File: src/rtl/instruction_fetch_if.sv
// Fetch-stage bus bundle.
//   master : fetch unit side (drives imem request/address and decode outputs)
//   slave  : environment side (instruction memory, redirect source, decode)
// Signals:
//   imem_req/imem_addr   read request and word-aligned byte address
//   imem_rdata           read data, returned one cycle after imem_req
//   redirect/redirect_pc taken branch/jump and its target
//   id_valid/id_ready    decode handshake; id_instr/id_pc carry the word
interface instruction_fetch_if #(
  parameter int XLEN = 64
);
  logic            imem_req;
  logic [XLEN-1:0] imem_addr;
  logic [31:0]     imem_rdata;
  logic            redirect;
  logic [XLEN-1:0] redirect_pc;
  logic            id_valid;
  logic            id_ready;
  logic [31:0]     id_instr;
  logic [XLEN-1:0] id_pc;

  modport master (
    output imem_req, imem_addr, id_valid, id_instr, id_pc,
    input  imem_rdata, redirect, redirect_pc, id_ready
  );

  modport slave (
    input  imem_req, imem_addr, id_valid, id_instr, id_pc,
    output imem_rdata, redirect, redirect_pc, id_ready
  );
endinterface

File: src/rtl/instruction_fetch.sv
// Instruction fetch stage: issues word reads to a fixed 1-cycle-latency
// instruction memory and queues returned words in a 2-entry {instr, pc}
// FIFO whose head drives the decode handshake.
// Ports:
//   clk, rst_n  clock; synchronous active-low reset
//   bus         instruction_fetch_if.master (imem, redirect, decode)
//   perf_fetched, perf_flushed  (only with FETCH_PERF_CNT_EN defined)
//               handshake count / flushing-redirect count, wrap at 2^32
// Optional feature macro: FETCH_PERF_CNT_EN
module instruction_fetch #(
  parameter int              XLEN     = 64,
  parameter logic [XLEN-1:0] RESET_PC = '0
) (
  input  logic                clk,
  input  logic                rst_n,
  instruction_fetch_if.master bus
`ifdef FETCH_PERF_CNT_EN
  ,
  output logic [31:0]         perf_fetched,
  output logic [31:0]         perf_flushed
`endif
);

  typedef struct packed {
    logic [31:0]     instr;
    logic [XLEN-1:0] pc;
  } entry_t;

  logic [XLEN-1:0]  pc_q, pc_d;
  logic [XLEN-1:0]  req_pc_q;   // address tag of the request in flight
  logic             inflight_q;
  logic [1:0]       cnt_q, cnt_d;
  entry_t [1:0]     ent_q, ent_d; // ent_q[0] is the head
  entry_t           new_ent;
  logic             hs, req, push;
  logic [2:0]       level;

  always_comb begin
    hs      = (cnt_q != 2'd0) & bus.id_ready;
    // Slots committed after this cycle: hs implies cnt_q >= 1, no underflow.
    level   = {1'b0, cnt_q} + {2'b0, inflight_q} - {2'b0, hs};
    req     = rst_n & ~bus.redirect & (level <= 3'd1);
    // Data returning in a redirect cycle belongs to the old path: it is
    // discarded here rather than written. With fixed 1-cycle latency and no
    // request issued during a redirect, nothing older can still be in flight.
    push    = inflight_q & ~bus.redirect;
    new_ent = '{instr: bus.imem_rdata, pc: req_pc_q};

    ent_d = ent_q;
    cnt_d = cnt_q;
    if (bus.redirect) begin
      cnt_d = 2'd0;
    end else begin
      case ({push, hs})
        2'b01: begin
          ent_d[0] = ent_q[1];
          cnt_d    = cnt_q - 2'd1;
        end
        2'b10: begin
          if (cnt_q == 2'd0) ent_d[0] = new_ent;
          else               ent_d[1] = new_ent;
          cnt_d = cnt_q + 2'd1;
        end
        2'b11: begin
          if (cnt_q == 2'd2) begin
            ent_d[0] = ent_q[1];
            ent_d[1] = new_ent;
          end else begin
            ent_d[0] = new_ent;
          end
        end
        default: ;
      endcase
    end

    if (bus.redirect)  pc_d = bus.redirect_pc & ~XLEN'(3);
    else if (req)      pc_d = pc_q + XLEN'(4); // wraps modulo 2^XLEN
    else               pc_d = pc_q;
  end

  always_ff @(posedge clk) begin
    if (!rst_n) begin
      pc_q       <= RESET_PC;
      req_pc_q   <= '0;
      inflight_q <= 1'b0;
      cnt_q      <= 2'd0;
      ent_q      <= '0;
    end else begin
      pc_q       <= pc_d;
      inflight_q <= req;
      if (req) req_pc_q <= pc_q;
      cnt_q      <= cnt_d;
      ent_q      <= ent_d;
    end
  end

  assign bus.imem_req  = req;
  assign bus.imem_addr = pc_q;
  assign bus.id_valid  = (cnt_q != 2'd0);
  assign bus.id_instr  = ent_q[0].instr;
  assign bus.id_pc     = ent_q[0].pc;

`ifdef FETCH_PERF_CNT_EN
  logic [31:0] fetched_q, flushed_q;

  always_ff @(posedge clk) begin
    if (!rst_n) begin
      fetched_q <= '0;
      flushed_q <= '0;
    end else begin
      fetched_q <= fetched_q + {31'd0, hs};
      // Only redirects that actually throw away queued or returning work.
      flushed_q <= flushed_q +
                   {31'd0, bus.redirect & ((cnt_q != 2'd0) | inflight_q)};
    end
  end

  assign perf_fetched = fetched_q;
  assign perf_flushed = flushed_q;
`endif

endmodule

File: src/flat_wrapper.sv
// flat-port wrapper written by rule: the top's interface ports become plain ports
module instruction_fetch_flat 
#(
  parameter int              XLEN     = 64,
  parameter logic [XLEN-1:0] RESET_PC = '0
)
  (clk, rst_n, bus_imem_req, bus_imem_addr, bus_id_valid, bus_id_instr, bus_id_pc, bus_imem_rdata, bus_redirect, bus_redirect_pc, bus_id_ready);
  instruction_fetch_if #(.XLEN(XLEN)) bus_i ();
  input  logic clk;
  input  logic rst_n;
  output wire logic [$bits(bus_i.imem_req)-1:0] bus_imem_req;
  output wire logic [$bits(bus_i.imem_addr)-1:0] bus_imem_addr;
  output wire logic [$bits(bus_i.id_valid)-1:0] bus_id_valid;
  output wire logic [$bits(bus_i.id_instr)-1:0] bus_id_instr;
  output wire logic [$bits(bus_i.id_pc)-1:0] bus_id_pc;
  input wire logic [$bits(bus_i.imem_rdata)-1:0] bus_imem_rdata;
  input wire logic [$bits(bus_i.redirect)-1:0] bus_redirect;
  input wire logic [$bits(bus_i.redirect_pc)-1:0] bus_redirect_pc;
  input wire logic [$bits(bus_i.id_ready)-1:0] bus_id_ready;
  assign bus_imem_req = bus_i.imem_req;
  assign bus_imem_addr = bus_i.imem_addr;
  assign bus_id_valid = bus_i.id_valid;
  assign bus_id_instr = bus_i.id_instr;
  assign bus_id_pc = bus_i.id_pc;
  assign bus_i.imem_rdata = bus_imem_rdata;
  assign bus_i.redirect = bus_redirect;
  assign bus_i.redirect_pc = bus_redirect_pc;
  assign bus_i.id_ready = bus_id_ready;
  instruction_fetch #(.XLEN(XLEN), .RESET_PC(RESET_PC)) u_core (.clk(clk), .rst_n(rst_n), .bus(bus_i));
endmodule
File: config.mk
export PLATFORM = sky130hd
export DESIGN_NAME = instruction_fetch_flat
export DESIGN_NICKNAME = d
export VERILOG_FILES = /design/src/rtl/instruction_fetch_if.sv /design/src/rtl/instruction_fetch.sv /design/src/flat_wrapper.sv
export SDC_FILE = /design/constraint.sdc
export NUM_CORES = 1
export LEC_CHECK = 0
export ABC_AREA = 1
export BUFFER_PORTS_ARGS = -buffer_cell sky130_fd_sc_hd__buf_4
export CORE_MARGIN = 2
export CORE_UTILIZATION = 55
export DETAILED_ROUTE_END_ITERATION = 6
export GPL_TIMING_DRIVEN = 0
export PLACE_DENSITY = 0.78
export SLEW_MARGIN = 5
export SYNTH_ARGS = -nofsm -noshare
export SYNTH_HDL_FRONTEND = slang
export SYNTH_SLANG_ARGS = --single-unit
File: constraint.sdc
create_clock -name clk -period 7.7 [get_ports clk]
set_input_delay 1.54 -clock clk [delete_from_list [all_inputs] [get_ports clk]]
set_output_delay 1.54 -clock clk [all_outputs]
set_load 0.1 [all_outputs]
==> impl_metrics.yaml, run 1 <==
synthesis:
  ys_seq_area_share_pct: 41.0
  ys_ff_latch: 315
  syn_avg_cell_area_um2: 6.99
  synth_cells: 2198
  syn-cell-area_um2: 15400
  synth.distinct_cells: 34
  yosysWarnings: 0
setup_path:
  cp-end-kind: "output port"
  rrSetupSlack_ps: 4420
  crit_type: "primary input to output port"
  crit_path_max_fanout: 10
  r2r_start: "u_core.cnt_q[1]$_SDFFE_PN0P_"
  crit_path_start_kind: "primary input"
  crit_required_ps: 6160
  reg2regPathDepth: 19
  critPathMaxStageDelay_ps: 480
  critPathBufInv: 9
  crit_path_cell_trace: "buf_4 -> nand2_1 -> inv_1 -> ha_1 -> inv_1 -> ha_1 -> inv_1 -> fa_1 -> inv_1 -> nor2_1 -> nand2_2 -> inv_2 -> buf_4 -> buf_2 -> buf_4"
  slowest_stage: "fa_1"
  cp_top_family: "buffers and inverters"
  cpMostUsedCell: "inv_1"
  crit_arrival_ps: 4180
  r2r-end: "u_core.bus.imem_addr[60]$_SDFFE_PN0P_"
clocking:
  cts_tree: "built"
  clk_latency_ps: 520
  cts_hold_buf: 0
  cts-root-buf: "clkbuf_16"
  cts_setup_buffers: 0
  cts_num_sinks: 315
  cts_buffer_depth: 3
  numCtsBuffers: 35
  clkTransAtPathRegs_ps: 60
  cts-htree-levels: 2
  cts_resized: 0
worst_hold_path:
  whs_endpoint: "u_core.ent_q[188]$_SDFFE_PN0P_"
  min_from: "u_core.ent_q[188]$_SDFFE_PN0P_"
  min_path_type: "flip-flop to flip-flop"
  holdPathStages: 2
power_and_ir_drop:
  power_frac_comb_pct: 21.6
  p_per_area_nw_per_um2: 240
  peakVddDrop_mv: 0.126
  pwr-share-seq_pct: 40.6
  p_switching_uw: 1520
  power.internal_uw: 3040
  swShare_pct: 33.3
  pwr-share-clk_pct: 37.7
  p_leak_uw: 0.00789
die:
  die-area_um2: 29300
  core_region_area_um2: 27600
  start_util_pct: 55.6
  rows: 61
  top_level_ports: 262
  die_y_um: 171
  die_width_um: 171
sta:
  setup_violations: 0
  slew_viol_final: 0
  fin_crit_sh_pct: 74.3
  fin_setup_tns_ps: 0
  slew_headroom_pct: 41.7
  hold_viol_final: 0
  skew_ps: 12.3
  clock.fmax_ghz: 0.175
  worstMarginPinSlew_ps: 875
  rsz0062_at_grt: "no"
  period_needed_ps: 5720
  setup_ws_ps: 1980
final_layout:
  nNetsFinal: 2599
  drive_gt1_share_pct: 19.4
  synthToLayoutAreaGrowth_pct: 23.3
  antenna_cells: 0
  fin_cells: 2897
  stdcell_area_um2: 19000
  fin_util_pct: 68.6
placement:
  place_congestion: 1.02
  placed_cell_area_um2: 17800
  place_hpwl_um: 39700
  portBuffers: 254
  place_inst: 2833
  post-place-ws_ps: 2010
global_route:
  gr-total-overflow: 0
  grtUsageMet1_pct: 46.9
  grt_first_pass_wirelength_um: 79600
  met3_usage_pct: 4.72
  gr-usage-met2_pct: 56.9
  antenna_found_initial: 0
  grt-busiest-layer: "met2"
  grt_max_degree: 15
  grt_pass1_vias: 14600
  grt.total_usage_pct: 34.8
drt:
  drt_first_iter_violations: 1783
  vias_per_cell: 5.53
  firstDrtPassIters: 6
  wl_um: 52300
  vias: 16000
  post_drt_wl_per_cell_um: 18.1
  drc: 0
  ant_nets: 0
flow_run:
  cap_viol_max_count: 0
run_status:
  status: "complete, no violations"
==> sequential cells by signal (all words and copies together), names as in the netlist <==
| name | flops |
|---|---|
| u_core.req_pc_q | 62 |
| u_core.bus.imem_addr | 62 |
| u_core.bus.id_pc | 62 |
| u_core.bus.id_instr | 32 |
| u_core.ent_q | 94 |
| u_core.inflight_q | 1 |
| u_core.cnt_q | 2 |
==> worst min-delay path, stage by stage (launching register included) <==
cell and delay [ps]:
dfxtp_1 300, inv_1 40, a21oi_1 50
==> per-stage QoR <==
| stage | hold WS [ps] | total power, uW |
|---|---|---|
| after floorplan | 424 | 2580 |
| after global placement | 431 | 2840 |
| after detailed placement | 435 | 2850 |
| after CTS | 445 | 4540 |
| after global routing | 455 | 4690 |
| final | 444 | 4550 |
==> area by class of cell <==
cell class	instances	area, um^2
Clock buffer	52	1060
Fill cell	2438	8670
Sequential cell	315	6310
Multi-Input combinational cell	1401	6740
Inverter	248	931
Timing Repair Buffer	254	1910
Buffer	237	1410
Tap cell	378	473
Clock inverter	12	134
==> layout by cell type (no fill, tap or decap), drive strengths merged <==
cell type,Yosys,routed
nand4,17,17
clkinvlp,0,2
xnor2,1,1
nand3b,8,8
a22oi,3,3
o221ai,3,3
o211ai,1,1
inv,248,249
bufinv,0,2
clkinv,0,7
nand2,392,392
conb,1,4
nand3,168,168
fa,1,1
nor2,227,227
nor3,30,30
o21ai,259,259
a31oi,104,104
a21oi,127,127
xor2,19,19
and2,2,2
a211oi,29,29
dfxtp,315,315
buf,153,407
ha,6,6
clkbuf,84,136
==> worst max path at each step <==
stage | start | to | slack, ps | cells past startpoint
floorplan | bus_id_ready | bus_imem_req | 2540 | 13
global route | bus_id_ready | bus_imem_req | 1830 | 15
CTS | bus_id_ready | bus_imem_req | 1990 | 15
detailed placement | bus_id_ready | bus_imem_req | 2010 | 15
finish | bus_id_ready | bus_imem_req | 1980 | 15
global placement | bus_id_ready | bus_imem_req | 2070 | 15
==> per-layer routing <==
layer | wire [um] | share of wire (%)
met3 | 4590 | 8.8
met2 | 23700 | 45
met5 | 0 | 0
met1 | 22100 | 42
met4 | 1960 | 3.7
==> cells in the mapped netlist <==
library cell  count  area (um^2)
nand2_1         385         1450
dfxtp_1         315         6310
inv_1           245          920
o21ai_0         222         1110
nor2_1          216          811
nand3_1         168          841
a21oi_1         127          636
a31oi_1         104          651
buf_4            99          743
clkbuf_1         79          297
buf_2            38          190
o21ai_1          37          185
nor3_1           30          150
a211oi_1         28          210
xor2_1           19          166
nand4_1          17          106
buf_6            12          135
nand3b_1          8         60.1
nor2_4            8         90.1
ha_1              6         75.1
nand2_2           6         37.5
clkbuf_2          5         25.0
buf_1             4         15.0
a22oi_1           3         22.5
inv_2             3         11.3
nor2_2            3         18.8
o221ai_1          3         26.3
and2_1            2         12.5
a211oi_4          1         20.0
conb_1            1         3.75
fa_1              1         20.0
nand2_4           1         11.3
o211ai_2          1         12.5
xnor2_1           1         8.76
==> power by group through the flow <==
stage | combinational, uW | clock (uW) | sequential, uW
global route | 1040 | 1780 | 1860
CTS | 977 | 1720 | 1850
finish | 985 | 1720 | 1850
detailed placement | 972 | 0 | 1880
floorplan | 582 | 0 | 2000
global placement | 961 | 0 | 1880
==> cell families (layout without fill, tap and decap cells) <==
family	after synthesis	in the layout	synth area share (%)
compound gates	526	526	18.7
xor+xnor	20	20	1.14
fa+ha+maj	7	7	0.619
buf+inv	485	803	15.2
flops	315	315	41.0
other cells	1	4	0.0244
simple gates	844	844	23.3
Power figures use the tool's default switching activity.
==> run 2: changes to the inputs <==
--- a/config.mk
+++ b/config.mk
@@ -8,10 +8,10 @@
 export ABC_AREA = 1
 export BUFFER_PORTS_ARGS = -buffer_cell sky130_fd_sc_hd__buf_4
 export CORE_MARGIN = 2
-export CORE_UTILIZATION = 55
+export CORE_UTILIZATION = 51
 export DETAILED_ROUTE_END_ITERATION = 6
 export GPL_TIMING_DRIVEN = 0
-export PLACE_DENSITY = 0.78
+export PLACE_DENSITY = 0.76
 export SLEW_MARGIN = 5
 export SYNTH_ARGS = -nofsm -noshare
 export SYNTH_HDL_FRONTEND = slang
==> constraint.sdc (replaced) <==
create_clock -name clk -period 5.1 [get_ports clk]
set_input_delay 1.02 -clock clk [delete_from_list [all_inputs] [get_ports clk]]
set_output_delay 1.02 -clock clk [all_outputs]
set_load 0.1 [all_outputs]
==> run 2 against run 1 <==
Clock power grew 44%; cell area shrank 0.40%; sequential power grew 51%; core utilization shrank 4.9 points; total power grew 48%; first-iteration DRC count shrank 7.3%; via count shrank 0.55%; critical path depth grew 2; critical endpoint unchanged; largest cell class unchanged; highest routed layer unchanged.
==> impl_metrics.yaml, run 2 (synthesized netlist as in run 1, its figures left out) <==
clocking:
  clkTransAtPathRegs_ps: 60
  numCtsBuffers: 34
  clk_latency_ps: 520
  cts-htree-levels: 2
  cts_setup_buffers: 0
  cts_hold_buf: 0
  cts_tree: "built"
  cts_buffer_depth: 3
  cts-root-buf: "clkbuf_16"
  cts_num_sinks: 315
  cts_resized: 0
final_layout:
  antenna_cells: 0
  stdcell_area_um2: 18900
  fin_cells: 2902
  mostFrequentLayoutCells: "385 x nand2_1, 353 x buf_4, 315 x dfxtp_1, 245 x inv_1, 222 x o21ai_0"
  nFillCells: 2732
  largest_reg_flops: 94
  largest-register: "u_core.ent_q"
  final_common_cell: "nand2_1"
  nNetsFinal: 2598
  drive_gt1_share_pct: 19.2
  synthToLayoutAreaGrowth_pct: 22.8
worst_hold_path:
  whs_endpoint: "u_core.ent_q[160]$_SDFFE_PN0P_"
  holdPathStages: 2
  min_from: "u_core.ent_q[160]$_SDFFE_PN0P_"
  min_path_type: "flip-flop to flip-flop"
setup_path:
  rrSetupSlack_ps: 1740
  crit_required_ps: 4080
  critPathBufInv: 10
  cp-end-kind: "output port"
  reg2regPathDepth: 20
  crit_arrival_ps: 3740
  r2r-end: "u_core.bus.imem_addr[59]$_SDFFE_PN0P_"
  crit_path_max_fanout: 10
  critPathMaxStageDelay_ps: 480
  crit_path_start_kind: "flip-flop"
  crit_type: "flip-flop to output port"
  cpMostUsedCell: "inv_1"
  slowest_stage: "fa_1"
  cp_top_family: "buffers and inverters"
  r2r_start: "u_core.cnt_q[1]$_SDFFE_PN0P_"
  crit_path_cell_trace: "buf_2 -> nor2_2 -> inv_2 -> nand2_1 -> inv_1 -> ha_1 -> inv_1 -> ha_1 -> inv_1 -> fa_1 -> inv_1 -> nor2_1 -> nand2_2 -> inv_2 -> buf_4 -> buf_2 -> buf_4"
sta:
  slew_headroom_pct: 43.6
  whs_ps: 444
  hold_viol_final: 0
  fin_crit_sh_pct: 93.4
  skew_ps: 22.1
  slew_viol_final: 0
  setup_violations: 0
  clock.fmax_ghz: 0.210
  period_needed_ps: 4760
  fin_setup_tns_ps: 0
  rsz0062_at_grt: "no"
  worstMarginPinSlew_ps: 846
power_and_ir_drop:
  p_leak_uw: 0.00784
  p_per_area_nw_per_um2: 358
  total_power_uw: 6760
  peakVddDrop_mv: 0.195
die:
  die_y_um: 178
  die_width_um: 178
  core_region_area_um2: 29600
  die-area_um2: 31500
  rows: 63
  top_level_ports: 262
  start_util_pct: 51.9
drt:
  ant_nets: 0
  firstDrtPassIters: 6
  drc: 0
  vias: 15900
  post_drt_wl_per_cell_um: 17.9
  vias_per_cell: 5.49
  wl_um: 51900
  drt_first_iter_violations: 1652
global_route:
  gr-total-overflow: 0
  grt_max_degree: 15
  antenna_found_initial: 0
  grt_pass1_vias: 15000
  grt.total_usage_pct: 32.4
  grt_first_pass_wirelength_um: 80100
placement:
  place_inst: 2845
  place_congestion: 0.992
  place_hpwl_um: 39100
  placed_cell_area_um2: 17800
  portBuffers: 254
run_status:
  status: "complete, no violations"
flow_run:
  cap_viol_max_count: 0
-- run 2: cell count changes in the layout (fill, tap and decap cells not counted) --
| cell | previous run | this run |
|---|---|---|
| clkbuf_8 | 10 | 4 |
| inv_6 | 1 | 2 |
| bufinv_16 | 2 | 3 |
| clkinv_8 | 1 | 0 |
| clkinv_2 | 5 | 4 |
| clkbuf_16 | 36 | 35 |
-- run 2: area by class of cell --
class | instances | area [um^2] | share of cell area [%]
inverter | 248 | 931 | 4.93
buffer | 237 | 1410 | 7.44
clock inverter | 12 | 151 | 0.802
sequential | 315 | 6310 | 33.4
timing repair buffer | 254 | 1910 | 10.1
multi-input combinational | 1401 | 6740 | 35.7
tap | 390 | 488 | 2.58
clock buffer | 45 | 953 | 5.05
-- run 2: per-stage QoR --
stage / worst slack (ps) / util [%]
after floorplan: 982 / -
after global placement: 515 / 60.0
after detailed placement: 471 / 60.0
after CTS: 380 / 63.7
after global routing: 140 / 63.7
final: 339 / 63.7
-- run 2: where the power goes --
group	leakage, uW	total [uW]	switching (uW)	internal, uW
clock network	0.000539	2480	1010	1470
logic	0.00472	1490	1090	396
registers	0.00258	2790	158	2640
total	0.00784	6760	2260	4500
-- run 2: worst max path at each step --
| stage | startpoint | to | slack, ps | cells after the start |
|---|---|---|---|---|
| finish | u_core.cnt_q[1]$_SDFFE_PN0P_ | bus_imem_req | 340 | 17 |
| global route | u_core.cnt_q[1]$_SDFFE_PN0P_ | bus_imem_req | 140 | 17 |
| CTS | u_core.cnt_q[1]$_SDFFE_PN0P_ | bus_imem_req | 380 | 17 |
| detailed placement | bus_id_ready | bus_imem_req | 470 | 15 |
| global placement | bus_id_ready | bus_imem_req | 510 | 15 |
| floorplan | bus_id_ready | bus_imem_req | 980 | 13 |
-- run 2: worst register-to-register path, stage by stage (launching register included) --
cell and delay (ps):
dfxtp_1 360, buf_2 220, nor2_2 50, inv_2 110, nand2_1 110, inv_1 110
ha_1 230, inv_1 60, ha_1 130, inv_1 50, fa_1 480, inv_1 40
nor2_1 120, nand2_2 120, nand2_2 120, clkbuf_1 460, o21ai_0 210, inv_1 110
nand3_1 80, nand2_1 60, inv_1 40
-- run 2: routing by layer --
metal | part of all wire (%) | vias to the layer above | GRT usage [%]
met2 | 45 | 832 | 52.2
met3 | 9.4 | 145 | 4.88
met4 | 4.4 | 0 | 13.2
met1 | 41 | 7280 | 43.3
met5 | 0 | - | 0
li1 | - | 7689 | -
==> run 3: changes to the inputs <==
--- a/config.mk
+++ b/config.mk
@@ -10,7 +10,6 @@
 export CORE_MARGIN = 2
 export CORE_UTILIZATION = 51
 export DETAILED_ROUTE_END_ITERATION = 6
-export GPL_TIMING_DRIVEN = 0
 export PLACE_DENSITY = 0.76
 export SLEW_MARGIN = 5
 export SYNTH_ARGS = -nofsm -noshare
==> run 3 against run 2 <==
Count of clock-buffer cells in the layout increased by 2; register-to-register slack lost 120 ps; clock skew is 3.9 ps lower; fmax grew 16%; cell count fell by 7.6%; first-iteration DRC count shrank 15%; total power shrank 4.2%; sequential cell count unchanged.
==> impl_metrics.yaml, run 3 (synthesized netlist as in run 1, its figures left out) <==
sta:
  fin_setup_tns_ps: 0
  period_needed_ps: 4090
  slew_viol_final: 0
  setup_violations: 0
  clock.fmax_ghz: 0.244
  setup_ws_ps: 1010
  hold_viol_final: 0
  slew_headroom_pct: 35.9
  rsz0062_at_grt: "no"
  fin_crit_sh_pct: 80.2
  worstMarginPinSlew_ps: 961
  whs_ps: 443
  skew_ps: 18.1
setup_path:
  cp-end-kind: "output port"
  crit_path_max_fanout: 7
  slowest_stage: "dfxtp_1"
  critPathMaxStageDelay_ps: 550
  crit_required_ps: 4080
  crit_arrival_ps: 3070
  reg2regPathDepth: 18
  crit_path_start_kind: "flip-flop"
  cp_top_family: "adder cells"
  r2r-end: "u_core.bus.imem_addr[39]$_SDFFE_PN0P_"
  cpMostUsedCell: "inv_1"
  rrSetupSlack_ps: 1620
  critPathBufInv: 7
  crit_type: "flip-flop to output port"
  cp.depth: 14
  r2r_start: "u_core.cnt_q[1]$_SDFFE_PN0P_"
  crit_path_cell_trace: "nor2_2 -> inv_2 -> nand2_1 -> inv_1 -> ha_1 -> inv_1 -> ha_1 -> inv_1 -> fa_1 -> inv_1 -> nor2_1 -> nand2_2 -> clkinv_2 -> buf_4"
drt:
  post_drt_wl_per_cell_um: 17.1
  routedLengthMet1_um: 20700
  met3_length_um: 3970
  vias: 14600
  firstDrtPassIters: 6
  wl_um: 45800
  top_layer_used: "met4"
  ant_nets: 0
  wl_met2_um: 20200
  vias_per_cell: 5.46
  drc: 0
  drt_first_iter_violations: 1408
run_status:
  status: "complete, no violations"
die:
  start_util_pct: 51.9
  die_width_um: 178
  rows: 63
  top_level_ports: 262
  die-area_um2: 31500
  core_region_area_um2: 29600
  die_y_um: 178
worst_hold_path:
  min_from: "u_core.ent_q[121]$_SDFFE_PN0P_"
  min_path_type: "flip-flop to flip-flop"
  holdPathStages: 2
  whs_endpoint: "u_core.ent_q[121]$_SDFFE_PN0P_"
clocking:
  cts_buffer_depth: 3
  cts-htree-levels: 2
  cts_resized: 0
  cts_setup_buffers: 0
  clk_latency_ps: 520
  cts_tree: "built"
  cts_hold_buf: 0
  clkTransAtPathRegs_ps: 60
  cts-root-buf: "clkbuf_16"
  cts_num_sinks: 315
  numCtsBuffers: 34
power_and_ir_drop:
  p_per_area_nw_per_um2: 368
  peakVddDrop_mv: 0.178
  p_leak_uw: 0.00702
placement:
  post-place-ws_ps: 1080
  portBuffers: 255
  place_hpwl_um: 30900
  place_congestion: 1.00
final_layout:
  seqCellArea_um2: 6310
  nNetsFinal: 2377
  nFillCells: 2783
  largest_reg_flops: 94
  mostFrequentLayoutCells: "383 x nand2_1, 315 x dfxtp_1, 266 x buf_4, 244 x inv_1, 222 x o21ai_0"
  fin_util_pct: 59.4
  synthToLayoutAreaGrowth_pct: 14.4
  multi_input_comb_area_um2: 6760
  antenna_cells: 0
  largest-register: "u_core.ent_q"
  final_common_cell: "nand2_1"
  drive_gt1_share_pct: 15.0
global_route:
  gr-total-overflow: 0
  grt_max_degree: 230
  grt_first_pass_wirelength_um: 71100
  antenna_found_initial: 0
  grt_pass1_vias: 13300
  grt.total_usage_pct: 28.1
flow_run:
  cap_viol_max_count: 0
## run 3: changes by cell type in the layout (fill, tap and decap cells not counted), sizes merged
cell      previous run  this run
clkbuf             129        47
inv                250       249
clkinvlp             2         0
bufinv               3         1
clkinv               5         7
buf                407       270
## run 3: metrics by stage
step / std cells / total power (uW) / cell area, um^2
3_3_place_gp: 2624 / 4160 / 16600
2_1_floorplan: 2201 / 3890 / 15400
4_1_cts: 2680 / 6500 / 17600
3_5_place_dp: 2624 / 4180 / 16600
5_1_grt: 2680 / 6710 / 17600
6_report: 2680 / 6480 / 17600
## run 3: worst max path at each step
stage / start / to / slack (ps)
floorplan: bus_id_ready / bus_imem_req / 980
global placement: bus_id_ready / bus_imem_req / 1100
detailed placement: bus_id_ready / bus_imem_req / 1080
CTS: u_core.cnt_q[1]$_SDFFE_PN0P_ / bus_imem_req / 990
global route: u_core.cnt_q[1]$_SDFFE_PN0P_ / bus_imem_req / 840
finish: u_core.cnt_q[1]$_SDFFE_PN0P_ / bus_imem_req / 1010
## run 3: report_power, final
| group | switching, uW | internal [uW] | total [uW] |
|---|---|---|---|
| registers | 151 | 2640 | 2790 |
| logic | 1040 | 318 | 1360 |
| clock network | 992 | 1340 | 2330 |
| total | 2180 | 4300 | 6480 |
## run 3: final cells by class
class	instances	share of cell area (%)
repair buffers	270	11.8
inverters	248	5.30
clock buffers	47	5.34
well taps	390	2.77
clock inverters	9	0.526
multi-input cells	1401	38.4
flip-flops and latches	315	35.8
## run 3: worst min-delay path, delay by kind of cell (launching register included)
kind            cells  cell delay, ps
compound gates      1              50
buf+inv             1              50
flops               1             310
## run 3: routing by layer
layer | global-route usage (%) | vias up
li1 | - | 7247
met1 | 40.6 | 6675
met2 | 43.8 | 627
met3 | 4.13 | 71
met4 | 7.45 | 0
met5 | 0 | -
